--- src/rtl/firebird7_in_gate2_ijtag_tdr_access_ctrl.sv ---
// ============================================================================
// firebird7_in_gate2_ijtag_tdr_access_ctrl
//
// Host-side IJTAG access sequencer for the gate2 TDR chain. One parallel
// request is turned into a complete TDR access on ijtag_tck:
//   select -> capture (1 cycle) -> shift (len+1 cycles) -> update (1 cycle)
// and the bits shifted out of the chain are returned as a response.
//
// All sequencing state and every ijtag_* output change on the falling edge of
// TCK, so the TDRs on the chain see stable controls at the rising edge. Scan
// data returning from the chain is sampled on the rising edge.
//
// Ports
//   i_ijtag_tck    TCK
//   i_ijtag_reset  asynchronous, active-low reset
//   i_req_valid    request present
//   o_req_ready    controller idle and able to accept a request
//   i_req_len      shift cycles minus one; values above CHAIN_LEN-1 are clamped
//   i_req_wdata    scan-in data, bit 0 shifted first
//   o_rsp_valid    response present, held until accepted
//   i_rsp_ready    response consumer ready
//   o_rsp_rdata    scan-out data, bit 0 = first bit out, unused MSBs are 0
//   o_ijtag_sel    chain select
//   o_ijtag_ce     capture enable
//   o_ijtag_se     shift enable
//   o_ijtag_ue     update enable
//   o_ijtag_si     scan data to the chain
//   i_ijtag_so     scan data from the chain (retimed, stable in TCK low phase)
// ============================================================================
module firebird7_in_gate2_ijtag_tdr_access_ctrl #(
  parameter int CHAIN_LEN = 8,
  parameter int LEN_W     = $clog2(CHAIN_LEN) + 1
) (
  input  logic                 i_ijtag_tck,
  input  logic                 i_ijtag_reset,
  input  logic                 i_req_valid,
  output logic                 o_req_ready,
  input  logic [LEN_W-1:0]     i_req_len,
  input  logic [CHAIN_LEN-1:0] i_req_wdata,
  output logic                 o_rsp_valid,
  input  logic                 i_rsp_ready,
  output logic [CHAIN_LEN-1:0] o_rsp_rdata,
  output logic                 o_ijtag_sel,
  output logic                 o_ijtag_ce,
  output logic                 o_ijtag_se,
  output logic                 o_ijtag_ue,
  output logic                 o_ijtag_si,
  input  logic                 i_ijtag_so
);

  typedef enum logic [2:0] {
    ST_IDLE    = 3'd0,
    ST_CAPTURE = 3'd1,
    ST_SHIFT   = 3'd2,
    ST_UPDATE  = 3'd3,
    ST_RESP    = 3'd4
  } state_t;

  localparam logic [LEN_W-1:0]     LEN_MAX   = LEN_W'(CHAIN_LEN - 1);
  localparam logic [LEN_W-1:0]     LEN_ONE   = LEN_W'(1);
  localparam logic [LEN_W-1:0]     LEN_ZERO  = {LEN_W{1'b0}};
  localparam logic [CHAIN_LEN-1:0] DATA_ZERO = {CHAIN_LEN{1'b0}};

  // Sequencing state (falling-edge domain)
  state_t               r_state;
  state_t               w_state_nxt;
  logic [LEN_W-1:0]     r_cnt;
  logic [LEN_W-1:0]     w_cnt_nxt;
  logic [LEN_W-1:0]     r_len;
  logic [LEN_W-1:0]     w_len_nxt;
  logic [LEN_W-1:0]     w_len_clamped;
  logic [CHAIN_LEN-1:0] r_shreg;
  logic [CHAIN_LEN-1:0] w_shreg_nxt;
  logic [CHAIN_LEN-1:0] w_shreg_shifted;

  // Registered outputs (falling-edge domain)
  logic r_req_ready;
  logic r_rsp_valid;
  logic r_sel;
  logic r_ce;
  logic r_se;
  logic r_ue;
  logic r_si;
  logic w_req_ready_nxt;
  logic w_rsp_valid_nxt;
  logic w_sel_nxt;
  logic w_ce_nxt;
  logic w_se_nxt;
  logic w_ue_nxt;
  logic w_si_nxt;

  // Scan-out collection (rising-edge domain)
  logic [CHAIN_LEN-1:0] r_rdata;
  logic [LEN_W-1:0]     w_idx;

  // Clamp an oversized length request to the physical chain length.
  always_comb begin
    if (i_req_len > LEN_MAX) begin
      w_len_clamped = LEN_MAX;
    end else begin
      w_len_clamped = i_req_len;
    end
  end

  // Shift register as it will look after the next shift step; its bit 0 is
  // the next bit to drive onto si.
  assign w_shreg_shifted = r_shreg >> 1;

  // Bit position for the sample taken this cycle: the counter runs down from
  // len, so the first bit out lands in bit 0.
  assign w_idx = r_len - r_cnt;

  // Next-state and next-output decode. Outputs are decoded from the state
  // being entered so that, once registered, they match the current state.
  always_comb begin
    w_state_nxt     = r_state;
    w_cnt_nxt       = r_cnt;
    w_len_nxt       = r_len;
    w_shreg_nxt     = r_shreg;
    w_req_ready_nxt = 1'b0;
    w_rsp_valid_nxt = 1'b0;
    w_sel_nxt       = 1'b0;
    w_ce_nxt        = 1'b0;
    w_se_nxt        = 1'b0;
    w_ue_nxt        = 1'b0;
    w_si_nxt        = 1'b0;

    case (r_state)
      ST_IDLE: begin
        if (i_req_valid) begin
          w_state_nxt = ST_CAPTURE;
          w_shreg_nxt = i_req_wdata;
          w_cnt_nxt   = w_len_clamped;
          w_len_nxt   = w_len_clamped;
          w_sel_nxt   = 1'b1;
          w_ce_nxt    = 1'b1;
        end else begin
          w_req_ready_nxt = 1'b1;
        end
      end

      ST_CAPTURE: begin
        // First shift cycle drives the unshifted LSB.
        w_state_nxt = ST_SHIFT;
        w_sel_nxt   = 1'b1;
        w_se_nxt    = 1'b1;
        w_si_nxt    = r_shreg[0];
      end

      ST_SHIFT: begin
        if (r_cnt == LEN_ZERO) begin
          w_state_nxt = ST_UPDATE;
          w_sel_nxt   = 1'b1;
          w_ue_nxt    = 1'b1;
        end else begin
          w_shreg_nxt = w_shreg_shifted;
          w_cnt_nxt   = r_cnt - LEN_ONE;
          w_sel_nxt   = 1'b1;
          w_se_nxt    = 1'b1;
          w_si_nxt    = w_shreg_shifted[0];
        end
      end

      ST_UPDATE: begin
        w_state_nxt     = ST_RESP;
        w_rsp_valid_nxt = 1'b1;
      end

      ST_RESP: begin
        // After the handshake the controller spends at least one cycle in
        // IDLE, so a request held high is never accepted on this edge.
        if (i_rsp_ready) begin
          w_state_nxt     = ST_IDLE;
          w_req_ready_nxt = 1'b1;
        end else begin
          w_rsp_valid_nxt = 1'b1;
        end
      end

      default: begin
        w_state_nxt     = ST_IDLE;
        w_req_ready_nxt = 1'b1;
      end
    endcase
  end

  // State, counter, latched length and shift register on the falling edge.
  always_ff @(negedge i_ijtag_tck or negedge i_ijtag_reset) begin
    if (!i_ijtag_reset) begin
      r_state <= ST_IDLE;
      r_cnt   <= LEN_ZERO;
      r_len   <= LEN_ZERO;
      r_shreg <= DATA_ZERO;
    end else begin
      r_state <= w_state_nxt;
      r_cnt   <= w_cnt_nxt;
      r_len   <= w_len_nxt;
      r_shreg <= w_shreg_nxt;
    end
  end

  // Registered handshake and chain control outputs on the falling edge.
  always_ff @(negedge i_ijtag_tck or negedge i_ijtag_reset) begin
    if (!i_ijtag_reset) begin
      r_req_ready <= 1'b1;
      r_rsp_valid <= 1'b0;
      r_sel       <= 1'b0;
      r_ce        <= 1'b0;
      r_se        <= 1'b0;
      r_ue        <= 1'b0;
      r_si        <= 1'b0;
    end else begin
      r_req_ready <= w_req_ready_nxt;
      r_rsp_valid <= w_rsp_valid_nxt;
      r_sel       <= w_sel_nxt;
      r_ce        <= w_ce_nxt;
      r_se        <= w_se_nxt;
      r_ue        <= w_ue_nxt;
      r_si        <= w_si_nxt;
    end
  end

  // Scan-out collection on the rising edge: cleared during capture, then one
  // bit per shift cycle, held untouched through update and response.
  always_ff @(posedge i_ijtag_tck or negedge i_ijtag_reset) begin
    if (!i_ijtag_reset) begin
      r_rdata <= DATA_ZERO;
    end else if (r_state == ST_CAPTURE) begin
      r_rdata <= DATA_ZERO;
    end else if (r_se) begin
      for (int i = 0; i < CHAIN_LEN; i++) begin
        if (w_idx == LEN_W'(i)) begin
          r_rdata[i] <= i_ijtag_so;
        end else begin
          r_rdata[i] <= r_rdata[i];
        end
      end
    end else begin
      r_rdata <= r_rdata;
    end
  end

  assign o_req_ready = r_req_ready;
  assign o_rsp_valid = r_rsp_valid;
  assign o_rsp_rdata = r_rdata;
  assign o_ijtag_sel = r_sel;
  assign o_ijtag_ce  = r_ce;
  assign o_ijtag_se  = r_se;
  assign o_ijtag_ue  = r_ue;
  assign o_ijtag_si  = r_si;

endmodule

--- config.mk ---
export PLATFORM = sky130hd
export DESIGN_NAME = firebird7_in_gate2_ijtag_tdr_access_ctrl
export DESIGN_NICKNAME = d
export VERILOG_FILES = /design/src/rtl/firebird7_in_gate2_ijtag_tdr_access_ctrl.sv
export SDC_FILE = /design/constraint.sdc
export NUM_CORES = 1
export LEC_CHECK = 0
export BUFFER_PORTS_ARGS = -buffer_cell sky130_fd_sc_hd__buf_4
export CORE_MARGIN = 5
export CORE_UTILIZATION = 30
export DETAILED_ROUTE_END_ITERATION = 8
export PLACE_DENSITY = 0.53
export RECOVER_POWER = 25
export SYNTH_ARGS = -nofsm -noshare
export SYNTH_HDL_FRONTEND = slang
export SYNTH_SLANG_ARGS = --single-unit
--- constraint.sdc ---
create_clock -name i_ijtag_tck -period 5 [get_ports i_ijtag_tck]
set_input_delay 0.25 -clock i_ijtag_tck [delete_from_list [all_inputs] [get_ports i_ijtag_tck]]
set_output_delay 0.25 -clock i_ijtag_tck [all_outputs]
set_load 0.005 [all_outputs]
# Word level (Yosys, flattened, before mapping)
# Cells that the tools add are included.
dict set report totals {
  ff_bits 34
  mem_bits_rw 0
  romBits 0
  latch_bits 0
  mem_count 0
  out_inout_bits 15
  inputBits 17
}
dict set report classes {
  n_addsub 2
  n_bitwise 0
  n_eq_ne 15
  shift 0
  order_cmp 1
  div_mod_pow 0
  multipliers 0
  muxes 35
  reduce_logical 26
}
# operator n
set ops {}
lappend ops {{$mux W8} 4}
lappend ops {{$reduce_bool A2 Y1} 10}
lappend ops {{$reduce_and A2 Y1} 9}
lappend ops {{$mux W1} 17}
lappend ops {{$eq A4 B3 Y1 const B} 4}
lappend ops {{$pmux W8 S2} 1}
lappend ops {{$pmux W3 S5} 1}
lappend ops {{$mux W4} 3}
lappend ops {{$mux W3} 3}
lappend ops {{$eq A4 B2 Y1 const B} 2}
lappend ops {{$logic_not A4 Y1} 2}
lappend ops {{$ne A2 B2 Y1 const B} 4}
lappend ops {{$pmux W1 S2} 4}
lappend ops {{$pmux W4 S2} 1}
lappend ops {{$eq A3 B2 Y1 const B} 2}
lappend ops {{$reduce_and A3 Y1} 2}
lappend ops {{$eq A4 B1 Y1 const B} 1}
lappend ops {{$gt A4 B3 Y1 const B} 1}
lappend ops {{$sub A4 B1 Y4 const B} 1}
lappend ops {{$sub A4 B4 Y4} 1}
lappend ops {{$eq A3 B1 Y1 const B} 1}
lappend ops {{$eq A3 B3 Y1 const B} 1}
lappend ops {{$logic_not A3 Y1} 1}
lappend ops {{$pmux W1 S3} 1}
lappend ops {{2 further kinds} 2}

# Depth between registers and ports, before layout
dict set report logic_depth {
  ltp_word 5
  depth_mapped 8
  ltp_nobuf 8
}

==> flow_summary.json <==
{
  "fin_skew_ns": 0.0488,
  "synth_area_um2": 1680,
  "drive_gt1_frac": 0.213,
  "synth_largest_area_cell": "dfrtn_1",
  "ys.flop_type": "dfrtn_1",
  "num_rows": 27,
  "grtUsageMet1": 0.130,
  "numClockSinks": 34,
  "clkSlewWorstSetupHoldPaths_ns": 0.07,
  "cp_data_arrival_time_ns": 4.67,
  "end_kind": "register",
  "grt_max_degree": 35,
  "hold_viol_final": 0,
  "vias": 1317,
  "numCtsBuffers": 5,
  "totalPowerFinal_w": 0.00141,
  "gp_congestion": 0.796,
  "min-delay-start": "i_ijtag_so",
  "cp_data_required_time_ns": 5.21,
  "whs_path_depth": 3,
  "grt_usage": 0.106,
  "min_path_type": "input pin to register",
  "grt_pass1_wl_mm": 6.13,
  "leakage_nw": 0.976,
  "synth_top_area_frac": 0.373,
  "r2r_cells": 7,
  "worstReg2RegStart": "r_cnt[0]$_DFFE_NN0P_",
  "synth_seq_cells": 34,
  "yosysWarningCount": 0,
  "die_area_um2": 7180,
  "nNetsFinal": 232,
  "crit_fanout": 4,
  "drtPass1Iterations": 5,
  "status": "complete, no violations",
  "wl_per_cell_um": 12.3,
  "r2r_end": "o_rsp_rdata[6]$_DFFE_PN0P_",
  "clk_latency_ns": 0.34,
  "grtUsageMet3": 0.0422,
  "routed_wl_mm": 3.50,
  "drv_cap": 0,
  "async_flop_share": 1.00,
  "peakVddDrop_mv": 0.254,
  "overflow": 0,
  "cts.repair.resized": 0,
  "grt_pass1_vias": 1366,
  "critPathKind": "register to register",
  "ys_types": 34,
  "dpl.hpwl_mm": 2.43,
  "die_w_um": 84.8,
  "synth_nets": 197,
  "relSlewSlack": 0.639,
  "die_height_um": 84.8,
  "drt-initial-drc-count": 47,
  "start_util": 0.306,
  "ys_seq_area_frac": 0.508,
  "cts_tree": "done",
  "syn_area_per_cell_um2": 9.58,
  "io_buffers": 31,
  "antenna_cells": 0,
  "grt_antenna_before_repair": 0,
  "p_per_area_nw_per_um2": 675,
  "layout_commonest_cell": "nand2_1",
  "rsz0062_at_grt": "false",
  "area_growth_pct": 24.3,
  "drv_slew": 0,
  "setup.worst_path.start_class": "register",
  "grt.busiest_layer": "met2",
  "synth_edf_count": 0,
  "viasPerCell": 4.65,
  "postRouteAntennaNets": 0,
  "hold_buffers": 1,
  "ios": 32,
  "clk_path_buf_depth": 2,
  "remaining_drc_errors": 0,
  "most-common-layout-cells": "nand2_1 (34), buf_4 (26), dfrtn_1 (25)",
  "h-tree-depth": 2,
  "setup_viol": 0,
  "synthCells": 175,
  "use_met2": 0.168,
  "ys_top_cells_by_area": "dfrtn_1 (37%), dfrtp_1 (12%), nand2_1 (7.6%)",
  "design.core.area_um2": 5470,
  "finalSetupTns_ns": 0,
  "reg2reg_slack_ns": 0.54,
  "min_delay_worst_endpoint": "o_rsp_rdata[1]$_DFFE_PN0P_",
  "worst_pin_slew_ns": 0.539,
  "post-cts-setup-buffer-count": 0,
  "root_buffer": "clkbuf_8"
}
-- state kept, by name (all words and copies together) (netlist names) --
name,count
r_shreg,8
r_len,4
o_ijtag_se,1
o_rsp_valid,1
o_ijtag_ce,1
o_ijtag_ue,1
o_rsp_rdata,8
o_ijtag_si,1
o_ijtag_sel,1
r_state,3
r_cnt,4
o_req_ready,1
-- synth_stat cells (2+ instances only) --
cell,instances
a21oi_1,4
a31oi_1,7
buf_2,4
dfrtn_1,25
dfrtp_1,8
ha_1,4
inv_1,7
mux2i_1,8
nand2_1,34
nand3_1,2
nand3b_1,2
nand4_1,5
nor2_1,24
nor2b_1,3
nor3_1,5
nor3b_1,2
o21ai_0,8
or3b_2,2
xnor2_1,3
xor2_1,4
-- cells by family (layout without fill, tap and decap cells) --
kind of cell / count (synthesis) / count (layout) / synth area share
and+or+nand+nor: 82 / 82 / 0.234
DFF: 34 / 34 / 0.508
AOI/OAI and AO/OA: 25 / 25 / 0.0948
buffers and inverters: 14 / 50 / 0.0366
muxes: 8 / 8 / 0.0478
xor gates and xnor gates: 7 / 7 / 0.0366
adders and majority gates: 5 / 5 / 0.0418
-- how the worst max path moves through the flow --
stage | from | endpoint | slack [ns] | depth (start not counted)
after CTS | r_cnt[0]$_DFFE_NN0P_ | o_rsp_rdata[6]$_DFFE_PN0P_ | 0.52 | 7
after detailed placement | r_cnt[0]$_DFFE_NN0P_ | o_rsp_rdata[6]$_DFFE_PN0P_ | 0.54 | 7
after floorplan | r_cnt[0]$_DFFE_NN0P_ | o_rsp_rdata[6]$_DFFE_PN0P_ | 0.71 | 7
after global routing | r_cnt[0]$_DFFE_NN0P_ | o_rsp_rdata[6]$_DFFE_PN0P_ | 0.33 | 7
final | r_cnt[0]$_DFFE_NN0P_ | o_rsp_rdata[6]$_DFFE_PN0P_ | 0.54 | 7
after global placement | r_cnt[0]$_DFFE_NN0P_ | o_rsp_rdata[6]$_DFFE_PN0P_ | 0.53 | 7
-- layer usage --
metal,part of all wire,wire length [µm]
met4,0.013,44
met2,0.45,1590
met3,0.052,182
met1,0.48,1680
met5,0,0
-- stage by stage --
| stage | instances | area, µm² | utilization | worst slack, ns | hold slack, ns |
|---|---|---|---|---|---|
| detailed placement | 274 | 1990 | 0.363 | 0.544 | 0.238 |
| global placement | 274 | 1990 | 0.363 | 0.535 | 0.236 |
| finish | 283 | 2080 | 0.381 | 0.540 | 0.407 |
| CTS | 283 | 2090 | 0.381 | 0.519 | 0.412 |
| global route | 283 | 2080 | 0.381 | 0.334 | 0.423 |
| floorplan | 175 | 1680 | - | 0.708 | -0.0456 |
-- final cells by class --
class	count	area (µm²)
clock buffers	8	90.1
repair buffers	35	262
inverters	6	22.5
fillers	582	3390
flip-flops and latches	34	852
multi-input cells	127	763
clock inverters	1	3.75
well taps	72	90.1
-- power by group --
part	internal [W]	switching, W
clock	0.000113	0.000100
combinational	0.000303	0.000397
sequential	0.000404	0.0000890
total	0.000821	0.000586
-- critical path, stage by stage (launching register included) --
cell,delay [ns]
dfrtn_1,0.43
ha_1,0.17
inv_1,0.05
fa_1,0.40
xor2_1,0.33
nand2_1,0.09
nor3_1,0.19
mux2i_1,0.20
Power figures use the tool's default switching activity.
